## config.mk

```make
export PLATFORM = sky130hd
export DESIGN_NAME = ycbcr2rgb_pp_flat
export DESIGN_NICKNAME = d
export VERILOG_FILES = /design/src/rtl/ycbcr2rgb_pp_if.sv /design/src/rtl/ycbcr2rgb_pp.sv /design/src/flat_wrapper.sv
export SDC_FILE = /design/constraint.sdc
export NUM_CORES = 1
export LEC_CHECK = 0
export ABC_AREA = 0
export CAP_MARGIN = 15
export CORE_ASPECT_RATIO = 1.2
export CORE_MARGIN = 5
export CORE_UTILIZATION = 45
export CTS_CLUSTER_DIAMETER = 100
export DETAILED_ROUTE_END_ITERATION = 6
export RECOVER_POWER = 100
export SLEW_MARGIN = 10
export SYNTH_ARGS = -nofsm -noshare
export SYNTH_HDL_FRONTEND = slang
export SYNTH_SLANG_ARGS = --single-unit
```

## constraint.sdc

```tcl
create_clock -name clk -period 12.7 [get_ports clk]
set_input_delay 1.27 -clock clk [delete_from_list [all_inputs] [get_ports clk]]
set_output_delay 1.27 -clock clk [all_outputs]
set_load 0.02 [all_outputs]
```

## src/rtl/ycbcr2rgb_pp_if.sv

```systemverilog
// Row-in / pixel-out bundle for ycbcr2rgb_pp.
// The master side supplies rows of 8 YCbCr pixels; the slave side returns serial RGB pixels.
interface ycbcr2rgb_pp_if;
    logic        enable;
    logic [23:0] data_in [7:0];
    logic        in_ready;
    logic [23:0] data_out;
    logic        enable_out;
    logic        overflow;

    modport master (
        output enable,
        output data_in,
        input  in_ready,
        input  data_out,
        input  enable_out,
        input  overflow
    );

    modport slave (
        input  enable,
        input  data_in,
        output in_ready,
        output data_out,
        output enable_out,
        output overflow
    );
endinterface

```

## src/rtl/ycbcr2rgb_pp.sv

```systemverilog
// Ping-pong row buffer feeding a 3-stage YCbCr->RGB converter, one pixel per clock out.
// Define YCBCR2RGB_SAT_EN to clamp results to 0..255; otherwise they wrap to 8 bits.
module ycbcr2rgb_pp (
    input  logic          clk,
    input  logic          rst,
    ycbcr2rgb_pp_if.slave io
);

`ifdef YCBCR2RGB_SAT_EN
    localparam int RW = 12;
`else
    localparam int RW = 8;
`endif

    typedef enum logic {IDLE, DRAIN} state_t;

    state_t      state_q, state_d;
    logic [2:0]  cnt_q, cnt_d;
    logic [1:0]  full_q, full_d;
    logic        wptr_q, wptr_d;
    logic        rptr_q, rptr_d;
    logic        ovf_q, ovf_d;
    logic        in_ready, wr_en, issue;

    logic [23:0] rd_pix [8];
    logic [23:0] pix;

    logic signed [23:0] cb_off, cr_off;
    logic        v1_q, v1_d;
    logic [7:0]  y1_q, y1_d;
    logic signed [23:0] mr_q, mr_d, mgb_q, mgb_d, mgr_q, mgr_d, mb_q, mb_d;

    logic signed [24:0] y_ext, sr, sg, sb;
    logic        v2_q, v2_d;
    logic signed [RW-1:0] r2_q, r2_d, g2_q, g2_d, b2_q, b2_d;

    logic        en_q, en_d;
    logic [23:0] dout_q, dout_d;

    assign in_ready = ~(full_q[0] & full_q[1]);
    assign wr_en    = io.enable & in_ready;

    // Each pixel column owns a two-entry store, one entry per bank.
    genvar gi;
    generate
        for (gi = 0; gi < 8; gi++) begin : g_bank
            logic [23:0] mem_q [2];
            always_ff @(posedge clk) begin
                if (wr_en) begin
                    mem_q[wptr_q] <= io.data_in[gi];
                end
            end
            assign rd_pix[gi] = mem_q[rptr_q];
        end
    endgenerate

    assign pix = rd_pix[cnt_q];

    // Bank bookkeeping and reader FSM next state; the freed bank only becomes
    // writable after the edge that clears its flag, since in_ready uses full_q.
    always_comb begin
        state_d = state_q;
        cnt_d   = cnt_q;
        full_d  = full_q;
        wptr_d  = wptr_q;
        rptr_d  = rptr_q;
        ovf_d   = ovf_q;
        issue   = 1'b0;
        if (io.enable && !in_ready) begin
            ovf_d = 1'b1;
        end
        if (wr_en) begin
            full_d[wptr_q] = 1'b1;
            wptr_d         = ~wptr_q;
        end
        case (state_q)
            IDLE: begin
                if (full_q[rptr_q]) begin
                    state_d = DRAIN;
                    cnt_d   = 3'd0;
                end
            end
            DRAIN: begin
                issue = 1'b1;
                cnt_d = cnt_q + 3'd1;
                if (cnt_q == 3'd7) begin
                    full_d[rptr_q] = 1'b0;
                    rptr_d         = ~rptr_q;
                    if (!full_q[~rptr_q]) begin
                        state_d = IDLE;
                    end
                end
            end
            default: state_d = IDLE;
        endcase
    end

    always_comb begin
        cr_off = $signed({16'd0, pix[23:16]}) - 24'sd128;
        cb_off = $signed({16'd0, pix[15:8]}) - 24'sd128;
        v1_d   = issue;
        y1_d   = pix[7:0];
        mr_d   = cr_off * 24'sd11485;
        mgb_d  = cb_off * 24'sd2819;
        mgr_d  = cr_off * 24'sd5850;
        mb_d   = cb_off * 24'sd14516;
    end

    // Y is aligned to the 13 fractional bits; +4096 rounds before the shift.
    always_comb begin
        y_ext = $signed({4'd0, y1_q, 13'd0});
        sr    = y_ext + $signed({mr_q[23], mr_q}) + 25'sd4096;
        sg    = y_ext - $signed({mgb_q[23], mgb_q}) - $signed({mgr_q[23], mgr_q}) + 25'sd4096;
        sb    = y_ext + $signed({mb_q[23], mb_q}) + 25'sd4096;
        v2_d  = v1_q;
        r2_d  = RW'(sr >>> 13);
        g2_d  = RW'(sg >>> 13);
        b2_d  = RW'(sb >>> 13);
    end

`ifdef YCBCR2RGB_SAT_EN
    function automatic logic [7:0] sat8(input logic signed [11:0] v);
        if (v < 0) begin
            return 8'h00;
        end else if (v > 255) begin
            return 8'hFF;
        end
        return v[7:0];
    endfunction
`endif

    always_comb begin
        en_d   = v2_q;
        dout_d = dout_q;
        if (v2_q) begin
`ifdef YCBCR2RGB_SAT_EN
            dout_d = {sat8(b2_q), sat8(g2_q), sat8(r2_q)};
`else
            dout_d = {b2_q, g2_q, r2_q};
`endif
        end
    end

    always_ff @(posedge clk or negedge rst) begin
        if (!rst) begin
            state_q <= IDLE;
            cnt_q   <= 3'd0;
            full_q  <= 2'b00;
            wptr_q  <= 1'b0;
            rptr_q  <= 1'b0;
            ovf_q   <= 1'b0;
            v1_q    <= 1'b0;
            y1_q    <= 8'd0;
            mr_q    <= '0;
            mgb_q   <= '0;
            mgr_q   <= '0;
            mb_q    <= '0;
            v2_q    <= 1'b0;
            r2_q    <= '0;
            g2_q    <= '0;
            b2_q    <= '0;
            en_q    <= 1'b0;
            dout_q  <= 24'd0;
        end else begin
            state_q <= state_d;
            cnt_q   <= cnt_d;
            full_q  <= full_d;
            wptr_q  <= wptr_d;
            rptr_q  <= rptr_d;
            ovf_q   <= ovf_d;
            v1_q    <= v1_d;
            y1_q    <= y1_d;
            mr_q    <= mr_d;
            mgb_q   <= mgb_d;
            mgr_q   <= mgr_d;
            mb_q    <= mb_d;
            v2_q    <= v2_d;
            r2_q    <= r2_d;
            g2_q    <= g2_d;
            b2_q    <= b2_d;
            en_q    <= en_d;
            dout_q  <= dout_d;
        end
    end

    assign io.in_ready   = in_ready;
    assign io.data_out   = dout_q;
    assign io.enable_out = en_q;
    assign io.overflow   = ovf_q;

endmodule

```

## src/flat_wrapper.sv

```systemverilog
// flat-port wrapper written by rule: the top's interface ports become plain ports
module ycbcr2rgb_pp_flat 
  (clk, rst, io_enable, io_data_in, io_in_ready, io_data_out, io_enable_out, io_overflow);
  ycbcr2rgb_pp_if io_i ();
  input  logic clk;
  input  logic rst;
  input wire logic [$bits(io_i.enable)-1:0] io_enable;
  input wire logic [$bits(io_i.data_in)-1:0] io_data_in;
  output wire logic [$bits(io_i.in_ready)-1:0] io_in_ready;
  output wire logic [$bits(io_i.data_out)-1:0] io_data_out;
  output wire logic [$bits(io_i.enable_out)-1:0] io_enable_out;
  output wire logic [$bits(io_i.overflow)-1:0] io_overflow;
  assign io_i.enable = io_enable;
  assign io_i.data_in = {>>{io_data_in}};
  assign io_in_ready = io_i.in_ready;
  assign io_data_out = io_i.data_out;
  assign io_enable_out = io_i.enable_out;
  assign io_overflow = io_i.overflow;
  ycbcr2rgb_pp u_core (.clk(clk), .rst(rst), .io(io_i));
endmodule
```

==> results of run 1 <==
-- registers in the layout (all words and copies together) (netlist names), 3 cells and up --
register / count
u_core.g_bank.mem_q: 384
u_core.g2_q: 8
u_core.mr_q: 13
u_core.b2_q: 8
u_core.r2_q: 8
u_core.mb_q: 9
u_core.io.data_out: 24
u_core.mgb_q: 21
u_core.cnt_q: 3
u_core.y1_q: 8
u_core.mgr_q: 16
-- stage by stage --
step                      area, µm²  utilization
after CTS                     30600        0.535
final                         30600        0.535
after floorplan               25900            -
after global routing          30500        0.534
after detailed placement      29000        0.507
after global placement        29000        0.507
-- cell families after synthesis --
kind of cell    Yosys count  share of synthesized area
buf+inv                 250                     0.0379
mux                     147                      0.115
fa+ha+maj               356                      0.201
flops                   511                      0.567
simple gates            102                     0.0190
compound gates          139                     0.0357
xor+xnor                 70                     0.0237
-- critical path, cell delays in order (launching register included) --
cell and delay, ns:
dfrtp_1 1.63, buf_4 0.78, buf_4 0.69, mux4_2 0.59
mux4_2 0.62, ha_1 0.38, ha_1 0.29, inv_1 0.05
fa_1 0.53, inv_1 0.06, fa_1 0.52, inv_1 0.05
fa_1 0.50, inv_1 0.04, ha_1 0.30, a21oi_1 0.16
o211ai_1 0.15, and3_1 0.20, o21a_1 0.23, o31a_1 0.28
o21a_1 0.19, nor2_1 0.11, xnor2_1 0.12
-- final cells by class --
type	instances	area share
Sequential cell	511	0.481
Multi-Input combinational cell	814	0.334
Timing Repair Buffer	234	0.0745
Clock buffer	67	0.0454
Tap cell	735	0.0301
Inverter	218	0.0268
Clock inverter	29	0.00679
Antenna cell	14	0.00115
-- how the worst max path moves through the flow --
stage | to | depth (start not counted)
after detailed placement | u_core.mb_q[20]$_DFF_PN0_ | 22
final | u_core.mb_q[20]$_DFF_PN0_ | 22
after global routing | u_core.mb_q[20]$_DFF_PN0_ | 22
after floorplan | u_core.full_q[0]$_DFF_PN0_ | 3
after CTS | u_core.mb_q[20]$_DFF_PN0_ | 22
after global placement | u_core.mb_q[20]$_DFF_PN0_ | 22
-- synthesized netlist by cell type, drive strengths merged (3+ instances only) --
cell    count  area share
ha        256        0.12
nor2       38      0.0055
nand2      15      0.0022
and2        3     0.00072
o21a       11      0.0032
a31o        5      0.0017
edfxtp    384        0.44
mux2       25       0.011
nor3       10      0.0019
o21bai      7      0.0020
mux4      119        0.10
xnor2      56       0.019
a31oi       4     0.00097
nand3       6      0.0012
inv       218       0.032
a21oi      42      0.0081
a21boi      4      0.0012
dfrtp     127        0.12
or2         4     0.00097
nor2b       7      0.0017
fa        100       0.077
a21o       20      0.0058
nand2b      7      0.0017
o21ai      25      0.0048
buf        14      0.0038
mux2i       3      0.0012
xor2       14      0.0047
and3        5      0.0012
clkbuf     18      0.0026
-- per-layer routing --
| layer | GRT usage | vias up | part of all wire |
|---|---|---|---|
| li1 | - | 6333 | - |
| met5 | 0 | - | 0.0027 |
| met1 | 0.220 | 6688 | 0.40 |
| met2 | 0.302 | 251 | 0.50 |
| met4 | 0.0507 | 26 | 0.031 |
| met3 | 0.0500 | 113 | 0.059 |
==> flow_summary.json, run 1 <==
{
  "synth_fp_nets": 2126,
  "worst_hold_slack_ns": 0.364,
  "crit_type": "flip-flop to flip-flop",
  "dp_hpwl_um": 41500,
  "die_y_um": 273,
  "drt_iter0_drc": 671,
  "setup_viol": 0,
  "syn_area_um2": 25900,
  "grt_max_degree": 76,
  "whs_path_depth": 0,
  "cp_data_required_time_ns": 13.21,
  "layout_common_cells": "384 x edfxtp_1, 256 x ha_1, 220 x dlygate4sd3_1",
  "crit_path_end_kind": "flip-flop",
  "io_pins": 222,
  "cts_buffers": 52,
  "area_growth_pct": 18.0,
  "seq_area_um2": 14700,
  "crit_path_max_fanout": 36,
  "die_w_um": 229,
  "grt_usage": 0.176,
  "crit_arrival_ns": 9.19,
  "synthCells": 1575,
  "fin_tns_setup_ns": 0,
  "portBuffers": 221,
  "max_freq_mhz": 115,
  "dp_slack_ns": 4.78,
  "async_reset_ff_frac": 0.249,
  "drc": 0,
  "antenna_left": 0,
  "via_count": 13400,
  "rows": 96,
  "antenna_found_initial": 31,
  "rsz0062_at_grt": "no",
  "path_clk_slew_ns": 0.07,
  "core_um2": 57200,
  "ys_warn_count": 0,
  "worstHoldPathType": "flip-flop to flip-flop",
  "ys_seq_area_frac": 0.567,
  "grt_pass1_wl_um": 84800,
  "gp_congestion": 0.884,
  "layout_commonest_cell": "edfxtp_1",
  "drv_slew": 586,
  "skew_ns": 0.0344,
  "dieArea_um2": 62500,
  "ys_seq_elements": 511,
  "crit_path_start": "u_core.rptr_q$_DFFE_PN0P_",
  "fin_crit_ns": 8.68,
  "cts_resized": 0,
  "h-tree-depth": 2,
  "final_cells": 2622,
  "final_nets": 2382,
  "relSlewSlack": -1.82,
  "violations": "max-capacitance violations, max-slew violations",
  "min_from": "u_core.v1_q$_DFF_PN0_",
  "vias_per_cell": 5.11,
  "tightest_slew_ns": 4.23,
  "clock_sinks": 511,
  "hold_viol_final": 0,
  "cts_tree": "yes",
  "gr-total-overflow": 0,
  "firstDrtPassIters": 5,
  "dp_cells": 2512,
  "postCtsSetupBuffers": 0,
  "layout_setup_ws_ns": 4.02,
  "cts_root_buffer": "clkbuf_16",
  "avgSynthCellArea_um2": 16.5,
  "multi_input_area_um2": 10200,
  "clk_path_buf_depth": 3,
  "worstHoldEndpoint": "u_core.en_d$_DFF_PN0_",
  "cts_hold_buf": 0,
  "reg2reg_depth": 22,
  "synth_edf_count": 384,
  "insertion_delay_ns": 0.61,
  "initial_core_util": 0.453,
  "drv_cap": 10,
  "period_share": 0.683,
  "wire_per_inst_um": 20.9,
  "r2r_slack_ns": 4.02,
  "run_status": "complete, but fails checks",
  "grt_pass1_vias": 14700,
  "fill_cells": 4640,
  "timing.rr.end": "u_core.mb_q[20]$_DFF_PN0_",
  "synth_flop_cell": "edfxtp_1",
  "drive_gt1_frac": 0.130,
  "start_kind": "flip-flop",
  "routed_wl_um": 54700,
  "synth.distinct_cells": 59,
  "reg2reg_from": "u_core.rptr_q$_DFFE_PN0P_"
}
Power of run 1 is left out: the tool's default activity adds up to more than one toggle a clock period on the data nets, which glitch-free logic cannot reach.
==> inputs of run 2 (changes only) <==
Settings changed: PLACE_DENSITY from default to 0.67.
Clock period 12.7 ns to 7.3 ns, I/O delays scaled along.
==> run 2 against run 1 <==
Effect of this change:
- the flow still finishes with violations (max-capacitance violations, max-slew violations)
- via count up 1.5%
- first-iteration DRC count grew 8.8%
- largest cell class unchanged
- clock skew fell by 0.0094 ns
- critical path depth decreased by 2
- utilization rose by 0.35 points
- cell count decreased by 0.19%
- critical path type unchanged
- highest routed layer unchanged
==> flow_summary.json, run 2 (same netlist as run 1, synthesis figures left out) <==
{
  "die_w_um": 229,
  "drv_slew": 507,
  "seq_area_um2": 14700,
  "max_stage_delay_ns": 1.16,
  "clock_sinks": 511,
  "crit_top_cell": "inv_1",
  "drv_cap": 6,
  "max_freq_mhz": 149,
  "routed_wl_um": 53700,
  "grt_usage": 0.174,
  "violations": "max-capacitance violations, max-slew violations",
  "initial_core_util": 0.453,
  "largest_register_ffs": 384,
  "cts_hold_buf": 0,
  "crit_path_end_kind": "flip-flop",
  "crit_path_max_fanout": 17,
  "vias_per_cell": 5.20,
  "finish.utilization": 0.538,
  "dieArea_um2": 62500,
  "crit_slowest_cell": "dfrtp_1",
  "gr-total-overflow": 0,
  "portBuffers": 221,
  "cts_tree": "yes",
  "core_um2": 57200,
  "layout_commonest_cell": "edfxtp_1",
  "grt_pass1_vias": 14900,
  "crit_arrival_ns": 7.24,
  "firstDrtPassIters": 5,
  "via_count": 13600,
  "layout_common_cells": "384 x edfxtp_1, 256 x ha_1, 220 x dlygate4sd3_1",
  "antenna_left": 0,
  "fin_tns_setup_ns": 0,
  "rsz0062_at_grt": "no",
  "top_register": "u_core.g_bank.mem_q",
  "final_cells": 2617,
  "dp_cells": 2517,
  "crit_chain": "clkbuf_1 > mux4_2 > ha_1 > ha_1 > inv_1 > fa_1 > inv_1 > fa_1 > inv_1 > fa_1 > inv_1 > ha_1 > a21oi_1 > o211ai_1 > and3_1 > o21a_1 > o31a_1 > o21a_1 > nor2_1 > xnor2_1",
  "start_kind": "flip-flop",
  "grt_pass1_wl_um": 84600,
  "skew_ns": 0.0250,
  "worstHoldPathType": "flip-flop to flip-flop",
  "fin_crit_ns": 6.71,
  "tightest_slew_ns": 4.09,
  "drive_gt1_frac": 0.135,
  "gp_congestion": 0.850,
  "relSlewSlack": -1.73,
  "cts_resized": 0,
  "crit_type": "flip-flop to flip-flop",
  "period_share": 0.920,
  "wire_per_inst_um": 20.5,
  "cts_buffers": 50,
  "io_pins": 222,
  "setup_viol": 0,
  "h-tree-depth": 2,
  "postCtsSetupBuffers": 0,
  "drc": 0,
  "run_status": "complete, but fails checks",
  "area_growth_pct": 18.7,
  "antenna_found_initial": 12,
  "multi_input_area_um2": 10200,
  "dp_hpwl_um": 40500,
  "hold_viol_final": 0,
  "drt_iter0_drc": 730,
  "fill_cells": 4597,
  "rows": 96,
  "grt_max_degree": 156,
  "cp_data_required_time_ns": 7.82,
  "cts_root_buffer": "clkbuf_16",
  "path_clk_slew_ns": 0.07,
  "final_nets": 2386,
  "insertion_delay_ns": 0.61,
  "clk_path_buf_depth": 3,
  "die_y_um": 273
}
[run 2: per-layer routing]
layer | share of wire | vias up | GRT usage | wire (µm)
li1 | - | 6318 | - | -
met5 | 0.0012 | - | 0 | 62
met2 | 0.52 | 336 | 0.307 | 28000
met3 | 0.054 | 90 | 0.0372 | 2880
met1 | 0.40 | 6852 | 0.221 | 21500
met4 | 0.025 | 10 | 0.0448 | 1320
[run 2: final cells by class]
class,instances,area share
flip-flops and latches,511,0.478
multi-input cells,814,0.332
repair buffers,240,0.0765
clock buffers,69,0.0451
well taps,735,0.0299
inverters,218,0.0266
clock inverters,25,0.0118
diodes,5,0.000407
[run 2: metrics by stage]
| stage | worst slack, ns | area [µm²] | hold slack [ns] |
|---|---|---|---|
| 2_1_floorplan | 0.835 | 25900 | 0.331 |
| 3_3_place_gp | 0.709 | 29100 | 0.339 |
| 3_5_place_dp | 0.628 | 29100 | 0.340 |
| 4_1_cts | 0.580 | 30800 | 0.101 |
| 5_1_grt | 0.192 | 30800 | 0.365 |
| 6_report | 0.585 | 30800 | 0.348 |
[run 2: final timing paths]
| path | startpoint | end | slack, ns | depth (start not counted) |
|---|---|---|---|---|
| setup / recovery | u_core.cnt_q[1]$_DFFE_PN0P_ | u_core.mb_q[20]$_DFF_PN0_ | 0.59 | 20 |
| hold / removal | u_core.v1_q$_DFF_PN0_ | u_core.en_d$_DFF_PN0_ | 0.35 | 0 |
| setup reg to reg | u_core.cnt_q[1]$_DFFE_PN0P_ | u_core.mb_q[20]$_DFF_PN0_ | 0.59 | 20 |
| hold reg to reg | u_core.v1_q$_DFF_PN0_ | u_core.en_d$_DFF_PN0_ | 0.35 | 0 |
| max in group asynchronous | rst | u_core.b2_q[3]$_DFF_PN0_ | 3.11 | 2 |
| min in group asynchronous | rst | u_core.mr_q[16]$_DFF_PN0_ | 1.24 | 1 |
[run 2: critical path, delay by kind of cell (launching register included)]
kind                     cells  cell delay, ns
AO/OA/AOI/OAI                5            1.04
adder cells (fa/ha/maj)      6            2.53
XOR/XNOR                     1            0.12
flip-flops                   1            1.16
buffers and inverters        5            0.66
multiplexers                 1            0.75
AND/OR/NAND/NOR              2            0.32
Power of run 2 is left out for the same reason.
==> edit: new RTL, settings of run 2 <==
Add a define of `YCBCR2RGB_SAT_EN`.
--- a/src/rtl/ycbcr2rgb_pp.sv
+++ b/src/rtl/ycbcr2rgb_pp.sv
@@ -1,4 +1,6 @@
 // Ping-pong row buffer feeding a 3-stage YCbCr->RGB converter, one pixel per clock out.
 // Define YCBCR2RGB_SAT_EN to clamp results to 0..255; otherwise they wrap to 8 bits.
+`define YCBCR2RGB_SAT_EN
+
 module ycbcr2rgb_pp (
     input  logic          clk,
Formal check against the unedited RTL: not equivalent (Yosys sat finds a counterexample within 10 cycles, from zero or initial values and one cycle with rst low).
==> edit against run 2 <==
  * Routed wire length up 3.8%
  * Critical endpoint is now u_core.mgb_q[19]$_DFF_PN0_
  * Sequential cell count rose by 24
  * Area after synthesis rose by 5.7%
  * The run still ends with capacitance limit, slew limit left
  * Critical path type unchanged
  * Cell area up 5.6%
  * Setup slack worse by 0.047 ns
Power is left out: the tool's default activity adds up to more than one toggle a clock period on the data nets, which glitch-free logic cannot reach.
==> edit: results (changes against run 2) <==
* First-pass GRT wire length: 89.1 mm (+5.3%)
- The slew at the pin with the worst max-slew slack came to 5.11 ns (+1.02 ns).
- The sequential fraction of the synthesis area came to 55.9% (-0.88 points).
* Slowest CP cell: sky130_fd_sc_hd__mux4_2
* Share of the synthesized area in compound gates (AO/OA/AOI/OAI): 5.05% (+1.5 points)
- The post-synthesis mux area share is 10.0% (-1.5 points).
* Placed wire-length estimate after detailed placement: 42.2 mm (+4.3%)
- Number of global-route vias before repair: 16,200 (+8.6%)
* Parity-gate share of the synthesized area counting xor and xnor cells: 2.43% (+0.064 points)
- Number of clock buffers inserted by TritonCTS: 54 (+8.0%)
- The critical path's largest stage delay is 0.72 ns (-0.44 ns).
* Ranking of synthesized cells by area: sky130_fd_sc_hd__edfxtp_1 42%, sky130_fd_sc_hd__dfrtp_1 14%, sky130_fd_sc_hd__ha_1 13%
- Number of antenna violations at the first check in global routing: 6 (-6)
- Net count after synthesis: 2,319 (+9.1%)
* Number of vias after detailed routing: 14,900 (+9.4%)
* Share of post-route cells with drive strength above 1: 11.7% (-1.8 points)
* Number of max-cap violations: 7 (+1)
- Synth top cells by count: 384 x sky130_fd_sc_hd__edfxtp_1, 276 x sky130_fd_sc_hd__ha_1, 233 x sky130_fd_sc_hd__inv_1, 151 x sky130_fd_sc_hd__dfrtp_1, 117 x sky130_fd_sc_hd__mux4_2
* Adder-Cell Fraction of Synth Area: 20.1% (-0.028 points)
- Failing checks: capacitance limit, slew limit
- The via density per instance came to 5.20 (about the same).
- Fin Clk Skew: 0.0283 ns (+0.00335 ns)
- The final weighted congestion in routability-driven placement is 0.856 (+0.62%).
- The number of max-slew violations in the final report was 596 (+18%).
- Number of nets in the finished design: 2,580 (+8.1%)
- The iteration-0 DRC count of the detailed router came to 860 (+18%).
- Synthesized area divided by synthesized cell count: 15.7 µm² (-4.6%)
- Total routing usage reported by global routing: 17.1% (-0.31 points)
- The share of flip-flops with an asynchronous set or reset after synthesis was 28.2% (+3.4 points).
- The clock latency on the worst-skew pair is 0.61 ns (about the same).
- The flow ran to the end, but the final reports show violations.
* Average routed wire per standard cell: 19.5 µm (-5.1%)
- Endpoint arrival time on the critical path: 7.21 ns (-0.03 ns)
-- edit: cell count changes after synthesis, sizes merged, moves of 5 or more --
cell | before | now
a21oi | 42 | 66
dfrtp | 127 | 151
mux2 | 25 | 1
o41ai | 1 | 25
ha | 256 | 276
nor2 | 38 | 58
inv | 218 | 236
xor2 | 14 | 32
nand2 | 15 | 30
xnor2 | 56 | 44
buf | 14 | 25
o21ai | 25 | 31
nand3 | 6 | 11
o21a | 11 | 6
-- edit: worst paths after layout --
kind | cells after the start | slack, ns | to | startpoint
worst max-delay path | 18 | 0.54 | u_core.mgb_q[19]$_DFF_PN0_ | u_core.rptr_q$_DFFE_PN0P_
worst min-delay path | 1 | 0.47 | u_core.b2_q[10]$_DFF_PN0_ | u_core.mb_q[23]$_DFF_PN0_
worst max register to register | 18 | 0.54 | u_core.mgb_q[19]$_DFF_PN0_ | u_core.rptr_q$_DFFE_PN0P_
worst min register to register | 1 | 0.47 | u_core.b2_q[10]$_DFF_PN0_ | u_core.mb_q[23]$_DFF_PN0_
max in group asynchronous | 2 | 2.15 | u_core.rptr_q$_DFFE_PN0P_ | rst
min in group asynchronous | 1 | 1.54 | u_core.io.data_out[6]$_DFFE_PN0P_ | rst
-- edit: kinds of logic after synthesis --
family / Yosys count
flops: 535
compound gates: 207
simple gates: 148
mux: 123
fa+ha+maj: 378
buf+inv: 279
xor+xnor: 76
-- edit: worst reg2reg max path, delay by kind of cell (launching register included) --
kind	cells	cell delay, ns
adder cells (fa/ha/maj)	6	2.26
flip-flops	1	0.65
AO/OA/AOI/OAI	5	1.00
XOR/XNOR	1	0.08
multiplexers	2	1.36
buffers and inverters	4	1.28
-- edit: final cells by class --
type	instances	area, µm²
diodes	2	5.00
clock buffers	67	1440
clock inverters	35	430
fillers	4836	28100
inverters	236	886
multi-input cells	932	11000
flip-flops and latches	535	15300
well taps	808	1010
repair buffers	248	2410
-- edit: metal layers --
| metal | vias to the layer above | global-route usage [%] | share of wire (%) |
|---|---|---|---|
| met3 | 70 | 2.65 | 4.9 |
| met2 | 345 | 30.0 | 51 |
| li1 | 6951 | - | - |
| met1 | 7513 | 22.4 | 41 |
| met4 | 0 | 4.93 | 2.5 |
| met5 | - | 0 | 0 |
-- edit: per-stage QoR --
| step | area, µm² | hold WS (ns) | utilization, % | setup slack (ns) |
|---|---|---|---|---|
| 2_1_floorplan | 27400 | 0.331 | - | 0.976 |
| 3_3_place_gp | 30700 | 0.463 | 50.6 | 0.732 |
| 3_5_place_dp | 30700 | 0.470 | 50.6 | 0.529 |
| 4_1_cts | 32500 | 0.157 | 53.7 | 0.545 |
| 5_1_grt | 32500 | 0.503 | 53.6 | 0.135 |
| 6_report | 32500 | 0.473 | 53.6 | 0.538 |
